File: src/rtl/vit_cmd_sequencer.sv
// Host command queue and bus sequencer for the Viterbi chip-select snipet.
// Optional WAIT_RDY timeout is enabled by defining VIT_SEQ_TIMEOUT_EN.
module vit_cmd_sequencer #(
    parameter int DATA_W         = 8,
    parameter int ADDR_W         = 3,
    parameter int FIFO_DEPTH     = 4,
    parameter int ACCESS_CYCLES  = 2,
    parameter int TIMEOUT_CYCLES = 8
) (
    input  logic              clk,
    input  logic              reset,
    input  logic              cmd_valid,
    output logic              cmd_ready,
    input  logic              cmd_write,
    input  logic              cmd_vit,
    input  logic [ADDR_W-1:0] cmd_addr,
    input  logic [DATA_W-1:0] cmd_wdata,
    input  logic              vit1_code,
    input  logic              vit2_code,
    input  logic [DATA_W-1:0] vit_rd_data,
    output logic              vit_num,
    output logic [ADDR_W-1:0] in_addr,
    output logic [DATA_W-1:0] in_data,
    output logic              is_write,
    output logic              vit_cs_allow,
    output logic              rsp_valid,
    output logic              rsp_write,
    output logic              rsp_vit,
    output logic [DATA_W-1:0] rsp_data,
    output logic              rsp_err
);

    localparam int PTR_W   = (FIFO_DEPTH > 2) ? $clog2(FIFO_DEPTH) : 1;
    localparam int CNT_W   = $clog2(FIFO_DEPTH + 1);
    localparam int ENTRY_W = 2 + ADDR_W + DATA_W;
    localparam int ACC_W   = (ACCESS_CYCLES > 1) ? $clog2(ACCESS_CYCLES) : 1;
    localparam logic [ACC_W-1:0] ACC_LAST = ACC_W'(ACCESS_CYCLES - 1);

    generate
        if (FIFO_DEPTH < 2 || (FIFO_DEPTH & (FIFO_DEPTH - 1)) != 0 ||
            ACCESS_CYCLES < 1 || TIMEOUT_CYCLES < 1) begin : g_param_check
            $error("vit_cmd_sequencer: illegal parameter combination");
        end
    endgenerate

    typedef enum logic [1:0] {
        IDLE     = 2'd0,
        WAIT_RDY = 2'd1,
        ACCESS   = 2'd2,
        RESP     = 2'd3
    } state_t;

    state_t state_reg;

    logic [ENTRY_W-1:0] fifo_mem [FIFO_DEPTH];
    logic [PTR_W-1:0]   wr_ptr_reg;
    logic [PTR_W-1:0]   rd_ptr_reg;
    logic [CNT_W-1:0]   count_reg;
    logic               fifo_empty;
    logic               fifo_push;
    logic               fifo_pop;

    logic               head_write;
    logic               head_vit;
    logic [ADDR_W-1:0]  head_addr;
    logic [DATA_W-1:0]  head_data;

    logic               cur_write_reg;
    logic [ACC_W-1:0]   acc_cnt_reg;
    logic               sel_code;

    // A full queue refuses a push even when the sequencer pops at the same edge.
    assign cmd_ready  = (count_reg != CNT_W'(FIFO_DEPTH));
    assign fifo_empty = (count_reg == '0);
    assign fifo_push  = cmd_valid && cmd_ready;
    assign fifo_pop   = (state_reg == IDLE) && !fifo_empty;

    assign {head_write, head_vit, head_addr, head_data} = fifo_mem[rd_ptr_reg];

    assign sel_code = vit_num ? vit2_code : vit1_code;

    always_ff @(posedge clk) begin
        if (fifo_push) begin
            fifo_mem[wr_ptr_reg] <= {cmd_write, cmd_vit, cmd_addr, cmd_wdata};
        end
    end

    always_ff @(posedge clk) begin
        if (reset) begin
            wr_ptr_reg <= '0;
            rd_ptr_reg <= '0;
            count_reg  <= '0;
        end else begin
            if (fifo_push) begin
                wr_ptr_reg <= wr_ptr_reg + 1'b1;
            end
            if (fifo_pop) begin
                rd_ptr_reg <= rd_ptr_reg + 1'b1;
            end
            case ({fifo_push, fifo_pop})
                2'b10:   count_reg <= count_reg + 1'b1;
                2'b01:   count_reg <= count_reg - 1'b1;
                default: count_reg <= count_reg;
            endcase
        end
    end

`ifdef VIT_SEQ_TIMEOUT_EN
    localparam int TO_W = $clog2(TIMEOUT_CYCLES + 1);
    localparam logic [TO_W-1:0] TO_LAST = TO_W'(TIMEOUT_CYCLES - 1);
    logic [TO_W-1:0] wait_cnt_reg;
    logic            rsp_err_reg;
    assign rsp_err = rsp_err_reg;
`else
    assign rsp_err = 1'b0;
`endif

    always_ff @(posedge clk) begin
        if (reset) begin
            state_reg     <= IDLE;
            vit_num       <= 1'b0;
            in_addr       <= '0;
            in_data       <= '0;
            is_write      <= 1'b0;
            vit_cs_allow  <= 1'b0;
            rsp_valid     <= 1'b0;
            rsp_write     <= 1'b0;
            rsp_vit       <= 1'b0;
            rsp_data      <= '0;
            cur_write_reg <= 1'b0;
            acc_cnt_reg   <= '0;
`ifdef VIT_SEQ_TIMEOUT_EN
            wait_cnt_reg  <= '0;
            rsp_err_reg   <= 1'b0;
`endif
        end else begin
            case (state_reg)
                IDLE: begin
                    if (!fifo_empty) begin
                        vit_num       <= head_vit;
                        in_addr       <= head_addr;
                        in_data       <= head_data;
                        cur_write_reg <= head_write;
`ifdef VIT_SEQ_TIMEOUT_EN
                        wait_cnt_reg  <= '0;
`endif
                        state_reg     <= WAIT_RDY;
                    end
                end
                WAIT_RDY: begin
                    // A ready arriving on the limit edge still wins over the timeout.
                    if (sel_code) begin
                        vit_cs_allow <= 1'b1;
                        is_write     <= cur_write_reg;
                        acc_cnt_reg  <= '0;
                        state_reg    <= ACCESS;
                    end
`ifdef VIT_SEQ_TIMEOUT_EN
                    else if (wait_cnt_reg == TO_LAST) begin
                        rsp_valid   <= 1'b1;
                        rsp_write   <= cur_write_reg;
                        rsp_vit     <= vit_num;
                        rsp_data    <= '0;
                        rsp_err_reg <= 1'b1;
                        state_reg   <= RESP;
                    end else begin
                        wait_cnt_reg <= wait_cnt_reg + 1'b1;
                    end
`endif
                end
                ACCESS: begin
                    // Ready code is deliberately ignored here; the window always completes.
                    if (acc_cnt_reg == ACC_LAST) begin
                        vit_cs_allow <= 1'b0;
                        is_write     <= 1'b0;
                        rsp_valid    <= 1'b1;
                        rsp_write    <= cur_write_reg;
                        rsp_vit      <= vit_num;
                        rsp_data     <= cur_write_reg ? '0 : vit_rd_data;
`ifdef VIT_SEQ_TIMEOUT_EN
                        rsp_err_reg  <= 1'b0;
`endif
                        state_reg    <= RESP;
                    end else begin
                        acc_cnt_reg <= acc_cnt_reg + 1'b1;
                    end
                end
                RESP: begin
                    rsp_valid <= 1'b0;
`ifdef VIT_SEQ_TIMEOUT_EN
                    rsp_err_reg <= 1'b0;
`endif
                    state_reg <= IDLE;
                end
                default: begin
                    state_reg <= IDLE;
                end
            endcase
        end
    end

endmodule

File: config.mk
export PLATFORM = sky130hd
export DESIGN_NAME = vit_cmd_sequencer
export DESIGN_NICKNAME = d
export VERILOG_FILES = /design/src/rtl/vit_cmd_sequencer.sv
export SDC_FILE = /design/constraint.sdc
export NUM_CORES = 1
export LEC_CHECK = 0
export ABC_AREA = 0
export BUFFER_PORTS_ARGS = -buffer_cell sky130_fd_sc_hd__clkbuf_2
export CORE_ASPECT_RATIO = 0.5
export CORE_UTILIZATION = 50
export CTS_CLUSTER_SIZE = 28
export DETAILED_ROUTE_END_ITERATION = 10
export PLACE_DENSITY = 0.82
export SLEW_MARGIN = 20
export SYNTH_ARGS = -nofsm -noshare
export SYNTH_HDL_FRONTEND = slang
export SYNTH_SLANG_ARGS = --single-unit
File: constraint.sdc
create_clock -name clk -period 2.4 [get_ports clk]
set_clock_uncertainty 0.1 [all_clocks]
set_input_delay 0.48 -clock clk [delete_from_list [all_inputs] [get_ports clk]]
set_output_delay 0.48 -clock clk [all_outputs]
set_load 0.05 [all_outputs]
==> results of run 1 <==
-- stage by stage --
stage	setup WS [ps]	hold WS [ps]	util	setup TNS, ps	power [mW]
finish	91.8	260	0.621	0	5.20
global route	0.657	252	0.621	0	5.43
CTS	27.2	246	0.618	0	5.21
detailed placement	-0.555	347	0.570	-0.555	3.69
global placement	199	337	0.570	0	3.58
floorplan	42.2	368	-	0	3.29
-- repair_timing --
action / in CTS / in global routing
endpoints found under the setup margin: 1 / 1
resized for setup: 0 / 8
buffers inserted: 1 / 0
-- final cells by class --
| type | instances | share of cell area |
|---|---|---|
| sequential | 88 | 0.548 |
| multi-input combinational | 124 | 0.262 |
| timing repair buffer | 60 | 0.0773 |
| clock buffer | 9 | 0.0539 |
| tap | 92 | 0.0276 |
| clock inverter | 6 | 0.0222 |
| inverter | 10 | 0.00899 |
-- worst max-delay path, stage by stage, from the launching register on --
cell and delay (ps):
dfxtp_2 350, or3b_4 410, nand2_1 90, ha_2 190, inv_1 50, fa_1 370, xor2_1 160, or3_1 340
a21oi_2 160
-- worst max path at each step --
| stage | start | depth (start not counted) | endpoint |
|---|---|---|---|
| after floorplan | count_reg[2]$_SDFFE_PP0P_ | 9 | count_reg[2]$_SDFFE_PP0P_ |
| after global placement | state_reg[0]$_SDFFE_PP0P_ | 9 | count_reg[2]$_SDFFE_PP0P_ |
| after detailed placement | state_reg[0]$_SDFFE_PP0P_ | 9 | count_reg[2]$_SDFFE_PP0P_ |
| after CTS | count_reg[2]$_SDFFE_PP0P_ | 8 | count_reg[2]$_SDFFE_PP0P_ |
| after global routing | state_reg[1]$_SDFFE_PP0P_ | 9 | count_reg[2]$_SDFFE_PP0P_ |
| final | count_reg[0]$_SDFFE_PP0P_ | 8 | count_reg[2]$_SDFFE_PP0P_ |
-- per-layer routing --
layer  share of wire  GRT usage  wire length [um]  up-vias
li1                -          -                 -     1003
met4           0.010     0.0929                71        0
met2            0.53      0.362              3620       69
met3           0.057     0.0528               389        7
met1            0.40      0.232              2740     1034
met5               0          0                 0        -
-- cells by family after synthesis --
logic type      after synthesis  synth area share
compound gates               45            0.0881
xor+xnor                      4            0.0100
fa+ha+maj                    11            0.0416
buf+inv                      25            0.0362
flops                        88             0.654
mux                          17            0.0957
other cells                   1           0.00107
simple gates                 46            0.0738
-- layout by cell type, fill, tap and decap left out, types with 3 or more instances in the layout --
master / instances
ha_1: 8
nand3_1: 4
o21ai_0: 3
mux2i_1: 3
buf_4: 9
a21oi_1: 18
mux4_2: 13
nand4b_1: 8
nor2_1: 5
clkbuf_16: 9
a22o_1: 13
clkbuf_2: 51
nand2_1: 16
xor2_1: 3
inv_1: 8
dfxtp_1: 34
and3_1: 4
edfxtp_1: 52
-- power groups by stage --
stage,sequential [mW],clock [mW],combinational [mW]
finish,2.08,1.48,1.64
global route,2.10,1.56,1.77
CTS,2.06,1.51,1.63
detailed placement,2.09,0,1.60
global placement,2.06,0,1.52
floorplan,2.38,0,0.911
==> results.toml, run 1 <==
[critical_path]
crit_path_max_fanout = 6
setup.worst_path.start_class = "flip-flop"
end_kind = "flip-flop"
worst-r2r-cell-count = 8
r2r_start = "count_reg[0]$_SDFFE_PP0P_"
rr_endpoint = "count_reg[2]$_SDFFE_PP0P_"
path_class = "reg2reg"
required_ps = 2550
worst-r2r-setup-slack_ps = 90
crit_arrival_ps = 2460

[place]
place_congestion = 0.813
dp_hpwl_mm = 4.46
place_area_sq_mm = 0.00383
io_buffers = 51
dp.cells = 373

[clock_tree]
clk_latency_ps = 330
cts_tree = "built"
hold_buffers = 0
cts_buffer_depth = 2
cts-root-buf = "clkbuf_16"
clock_sinks = 88
clk_pin_slew_ps = 60
htreeDepth = 3
cts_made_buffers = 9

[sta]
finalHoldViolations = 0
fin_crit_sh = 0.962
max_freq_mhz = 433
setup_viol = 0
fin_crit_ps = 2310
grt_setup_unrepaired = "false"
slew_viol_final = 0
worst_slew_pin_slew_ps = 594
slew_headroom = 0.599

[layout]
syn_to_final_growth_pct = 19.6
fillers = 500
largestRegisters = "fifo_mem: 52 flops, in_data: 8 flops, rsp_data: 8 flops"
regArea_sq_mm = 0.00229
multi_input_area_sq_mm = 0.00109
stdcell_count = 389
drive_gt1_frac = 0.337
largest_reg_flops = 52
largest-register = "fifo_mem"
final_cell_area_sq_mm = 0.00418
nNetsFinal = 330
antenna_cells = 0

[routing]
via_count = 2113
wl_per_cell_um = 17.5
ant_nets = 0
drt-pass1-iter-count = 4
vias_per_cell = 5.43
wirelength_mm = 6.83
drcViolationCount = 0
drtIter0Drc = 181

[logic_synthesis]
synth_seq_cells = 88
yosysTopAreaCell = "edfxtp_1"
synth_flop_cell = "edfxtp_1"
async_reset_ff_frac = 0
synth_common_cells = "52 x edfxtp_1, 36 x dfxtp_1, 19 x a21oi_1, 16 x nand2_1"
ys_warn_count = 0
syn-cell-area_sq_mm = 0.00349
yosysMostFrequentCell = "edfxtp_1"
synth_cells = 237
synth-edff-count = 52
synth_top_area_share = 0.447
syn_area_per_cell_sq_um = 14.7
synth.distinct_cells = 43
synth_area_leaders = "edfxtp_1 45%, dfxtp_1 21%, mux4_2 8.4%, ha_1 3.6%, a22o_1 3.3%"
yosysSeqAreaShare = 0.654
synth_nets = 274

[power]
pwr-share-clk = 0.285
p_sw_mw = 1.80
p_seq_frac = 0.399
p_leak_nw = 1.55
p_comb_frac = 0.316
p_per_area_mw_per_mm2 = 1240
p_sw_frac = 0.346
p_int_mw = 3.40
vdd_drop_max_uv = 494

[worst_hold_path]
holdCritPathClass = "in2reg"
whs_endpoint = "fifo_mem[3][7]$_DFFE_PP_"
min_from = "cmd_wdata[7]"
hold_path_depth = 1

[die]
io_pins = 53
fp.dieH_um = 61.1
start_util = 0.519
die_w_um = 120
core_area_sq_mm = 0.00673
die-area_sq_mm = 0.00734
num_rows = 21

[global_route]
grtUsageTotal = 0.200
first_global_vias = 2067
grt_max_degree = 24
grt_pass1_wl_mm = 10.4
grt_antenna_before_repair = 0
overflow = 0

[run_status]
status = "finished clean"

[run]
maxCapViolCount = 0
Power figures use the tool's default switching activity.
==> inputs of run 2 (changes only) <==
--- a/config.mk
+++ b/config.mk
@@ -6,7 +6,7 @@
 export NUM_CORES = 1
 export LEC_CHECK = 0
 export ABC_AREA = 0
-export BUFFER_PORTS_ARGS = -buffer_cell sky130_fd_sc_hd__clkbuf_2
+export BUFFER_PORTS_ARGS = -buffer_cell sky130_fd_sc_hd__buf_2
 export CORE_ASPECT_RATIO = 0.5
 export CORE_UTILIZATION = 50
 export CTS_CLUSTER_SIZE = 28
==> results.toml, run 2 (same netlist as run 1, synthesis figures left out) <==
[power]
vdd_drop_max_uv = 470
p_per_area_mw_per_mm2 = 1210
p_leak_nw = 1.54

[global_route]
grt_pass1_wl_mm = 10.7
first_global_vias = 2105
grtUsageTotal = 0.200
grt_antenna_before_repair = 0
overflow = 0
grt_max_degree = 24

[die]
core_area_sq_mm = 0.00673
num_rows = 21
start_util = 0.519
io_pins = 53
die-area_sq_mm = 0.00734
fp.dieH_um = 61.1
die_w_um = 120

[critical_path]
critPathLaunch = "count_reg[2]$_SDFFE_PP0P_"
path_class = "reg2reg"
crit_arrival_ps = 2480
r2r_start = "count_reg[2]$_SDFFE_PP0P_"
required_ps = 2550
endpoint = "count_reg[2]$_SDFFE_PP0P_"
rr_endpoint = "count_reg[2]$_SDFFE_PP0P_"
end_kind = "flip-flop"
setup.worst_path.start_class = "flip-flop"
worst-r2r-cell-count = 8
crit_path_max_fanout = 6
worst-r2r-setup-slack_ps = 70

[place]
dp.cells = 372
place_area_sq_mm = 0.00383
place_congestion = 0.805
dp_hpwl_mm = 4.25
io_buffers = 51

[layout]
final_common_cell = "edfxtp_1"
drive_gt1_frac = 0.342
final_cell_mix = "52 x edfxtp_1, 51 x buf_2, 34 x dfxtp_1, 18 x a21oi_1, 16 x nand2_1"
stdcell_count = 390
largest-register = "fifo_mem"
largest_reg_flops = 52
final_cell_area_sq_mm = 0.00414
nNetsFinal = 330
syn_to_final_growth_pct = 18.5
largestRegisters = "fifo_mem: 52 flops, in_data: 8 flops, rsp_data: 8 flops"
antenna_cells = 0

[sta]
hold_ws_ps = 260
setup_viol = 0
slew_viol_final = 0
max_freq_mhz = 429
fin_crit_sh = 0.971
finalHoldViolations = 0
slew_headroom = 0.583
worst_slew_pin_slew_ps = 626
fin_crit_ps = 2330

[routing]
wirelength_mm = 6.93
via_count = 2146
drt-pass1-iter-count = 4
vias_per_cell = 5.50
drcViolationCount = 0
drtIter0Drc = 184
ant_nets = 0
wl_per_cell_um = 17.8

[clock_tree]
cts-root-buf = "clkbuf_16"
cts_buffer_depth = 2
cts_tree = "built"
hold_buffers = 0
clk_latency_ps = 330
clk_pin_slew_ps = 60
clock_sinks = 88
cts_made_buffers = 9
htreeDepth = 3

[run]
maxCapViolCount = 0

[run_status]
status = "finished clean"

[worst_hold_path]
holdCritPathClass = "in2reg"
-- run 2: final cells by class --
| type | instances | area [sq um] |
|---|---|---|
| clock inverter | 6 | 43.8 |
| clock buffer | 10 | 229 |
| fill | 492 | 2590 |
| tap | 92 | 115 |
| timing repair buffer | 60 | 323 |
| inverter | 10 | 37.5 |
| multi-input combinational | 124 | 1100 |
| sequential | 88 | 2290 |
-- run 2: how the worst min path moves through the flow --
stage | start | end | slack (ps) | cells after the start
6_report | cmd_wdata[1] | fifo_mem[2][1]$_DFFE_PP_ | 260 | 1
5_1_grt | cmd_wdata[3] | fifo_mem[0][3]$_DFFE_PP_ | 250 | 1
4_1_cts | cmd_wdata[3] | fifo_mem[0][3]$_DFFE_PP_ | 250 | 1
3_5_place_dp | rsp_data[7]$_SDFFE_PP0P_ | rsp_data[7]$_SDFFE_PP0P_ | 350 | 2
3_3_place_gp | rsp_data[0]$_SDFFE_PP0P_ | rsp_data[0]$_SDFFE_PP0P_ | 330 | 2
2_1_floorplan | state_reg[1]$_SDFFE_PP0P_ | state_reg[1]$_SDFFE_PP0P_ | 370 | 2
-- run 2: worst max-delay path: stages, from the launching register on --
cell	delay, ps
dfxtp_4	370
or3b_4	380
nand2_1	90
ha_2	200
inv_1	60
fa_2	340
xor2_1	170
or3_4	400
a21oi_2	140
-- run 2: stage by stage --
stage	worst slack, ps	setup TNS (ps)	utilization	total power, mW
final	68.7	0	0.615	5.00
after CTS	3.70	0	0.610	4.96
after floorplan	42.2	0	-	3.29
after global routing	-5.85	-5.85	0.615	5.24
after global placement	207	0	0.569	3.56
after detailed placement	-43.3	-43.3	0.569	3.67
-- run 2: report_power, final --
group	total [mW]	internal, mW	switching (mW)
registers	2.07	1.87	0.199
clock network	1.25	0.702	0.549
logic	1.68	0.635	1.05
-- run 2: repair_timing --
item	4_1_cts	5_1_grt
resized for setup	0	11
buffers inserted	1	1
pin swaps	0	1
setup endpoints to repair	1	1
-- run 2: layer usage --
metal  global-route usage  part of all wire
met1                0.247              0.44
met2                0.344              0.49
met3               0.0602             0.048
met4               0.0768             0.017
met5                    0                 0
==> inputs of run 3 (changes only) <==
--- a/config.mk
+++ b/config.mk
@@ -7,8 +7,10 @@
 export LEC_CHECK = 0
 export ABC_AREA = 0
 export BUFFER_PORTS_ARGS = -buffer_cell sky130_fd_sc_hd__buf_2
+export CELL_PAD_IN_SITES_DETAIL_PLACEMENT = 1
+export CELL_PAD_IN_SITES_GLOBAL_PLACEMENT = 2
 export CORE_ASPECT_RATIO = 0.5
-export CORE_UTILIZATION = 50
+export CORE_UTILIZATION = 35
 export CTS_CLUSTER_SIZE = 28
 export DETAILED_ROUTE_END_ITERATION = 10
 export PLACE_DENSITY = 0.82
==> results.toml, run 3 (same netlist as run 1, synthesis figures left out) <==
[layout]
stdcell_count = 436
drive_gt1_frac = 0.346
fillers = 983
final_cell_area_sq_mm = 0.00424
largest-register = "fifo_mem"
final_common_cell = "edfxtp_1"
post-route-util = 0.443
largestRegisters = "fifo_mem: 52 flops, in_data: 8 flops, rsp_data: 8 flops"
largest_reg_flops = 52
nNetsFinal = 333
antenna_cells = 0
syn_to_final_growth_pct = 21.4
final_cell_mix = "52 x edfxtp_1, 51 x buf_2, 34 x dfxtp_1, 19 x a21oi_1, 16 x nand2_1"

[power]
vdd_drop_max_uv = 432
p_leak_nw = 1.59
p_per_area_mw_per_mm2 = 1230
p_total_mw = 5.22

[sta]
fin_crit_ps = 2300
hold_ws_ps = 254
finalHoldViolations = 0
setup_viol = 0
worst_slew_pin_slew_ps = 597
grt_setup_unrepaired = "false"
slew_headroom = 0.597
max_freq_mhz = 434
fin_crit_sh = 0.960
slew_viol_final = 0

[die]
die-area_sq_mm = 0.0104
start_util = 0.365
num_rows = 25
die_w_um = 143
io_pins = 53
fp.dieH_um = 72.6
core_area_sq_mm = 0.00957

[global_route]
grt_antenna_before_repair = 0
grt_pass1_wl_mm = 12.3
overflow = 0
grt_max_degree = 17
first_global_vias = 2372
grtUsageTotal = 0.164

[critical_path]
end_kind = "flip-flop"
required_ps = 2560
crit_path_max_fanout = 6
setup.worst_path.start_class = "flip-flop"
crit_arrival_ps = 2470
path_class = "reg2reg"

[routing]
wirelength_mm = 7.77
drt-pass1-iter-count = 4
vias_per_cell = 4.98
ant_nets = 0
drcViolationCount = 0
via_count = 2173
drtIter0Drc = 96
wl_per_cell_um = 17.8

[clock_tree]
hold_buffers = 0
htreeDepth = 3
cts_tree = "built"
clk_latency_ps = 340
clk_pin_slew_ps = 70
clock_sinks = 88
cts_buffer_depth = 2
cts_made_buffers = 9
cts-root-buf = "clkbuf_16"

[place]
place_congestion = 0.756
place_area_sq_mm = 0.00391
dp.cells = 419
dp_hpwl_mm = 5.31
io_buffers = 51

[run]
maxCapViolCount = 0

[run_status]
status = "finished clean"

[worst_hold_path]
holdCritPathClass = "in2reg"
run 3: worst max-delay path, stage by stage (launching register included):
cell     delay [ps]
dfxtp_2         380
or3b_4          410
nand2_1          90
ha_2            190
inv_1            60
fa_1            370
xor2_1          170
or3_1           310
a21oi_1         150
run 3: path summary, 6_finish.rpt:
check | start | endpoint | slack, ps | cells past startpoint
setup / recovery | count_reg[2]$_SDFFE_PP0P_ | count_reg[2]$_SDFFE_PP0P_ | 100 | 8
hold / removal | cmd_wdata[6] | fifo_mem[1][6]$_DFFE_PP_ | 250 | 1
setup reg to reg | count_reg[2]$_SDFFE_PP0P_ | count_reg[2]$_SDFFE_PP0P_ | 100 | 8
hold reg to reg | rsp_data[2]$_SDFFE_PP0P_ | rsp_data[2]$_SDFFE_PP0P_ | 350 | 2
run 3: repair_timing:
action / CTS / global route
resized for setup: 0 / 7
setup endpoints to repair: 1 / 1
pin swaps: 0 / 0
setup buffers: 1 / 0
run 3: power by group:
part	internal (mW)	switching, mW
registers	1.87	0.205
clock network	0.852	0.615
logic	0.634	1.05
run 3: area by class of cell:
type	instances	area (sq um)	share of cell area
Tap cell	135	169	0.0398
Clock inverter	6	72.6	0.0171
Clock buffer	10	239	0.0564
Inverter	10	37.5	0.00885
Multi-Input combinational cell	124	1090	0.257
Timing Repair Buffer	63	345	0.0815
Sequential cell	88	2280	0.539
run 3: stage by stage:
stage	TNS, ps	setup slack [ps]
after global placement	0	187
after detailed placement	-17.6	-17.6
after floorplan	0	42.2
after global routing	0	18.4
final	0	96.2
after CTS	0	35.0
run 3: per-layer routing:
| metal | GRT usage | vias up | routed length [um] |
|---|---|---|---|
| li1 | - | 1009 | - |
| met3 | 0.0440 | 10 | 258 |
| met1 | 0.187 | 1114 | 3440 |
| met2 | 0.296 | 40 | 3970 |
| met4 | 0.0674 | 0 | 101 |
| met5 | 0 | - | 0 |
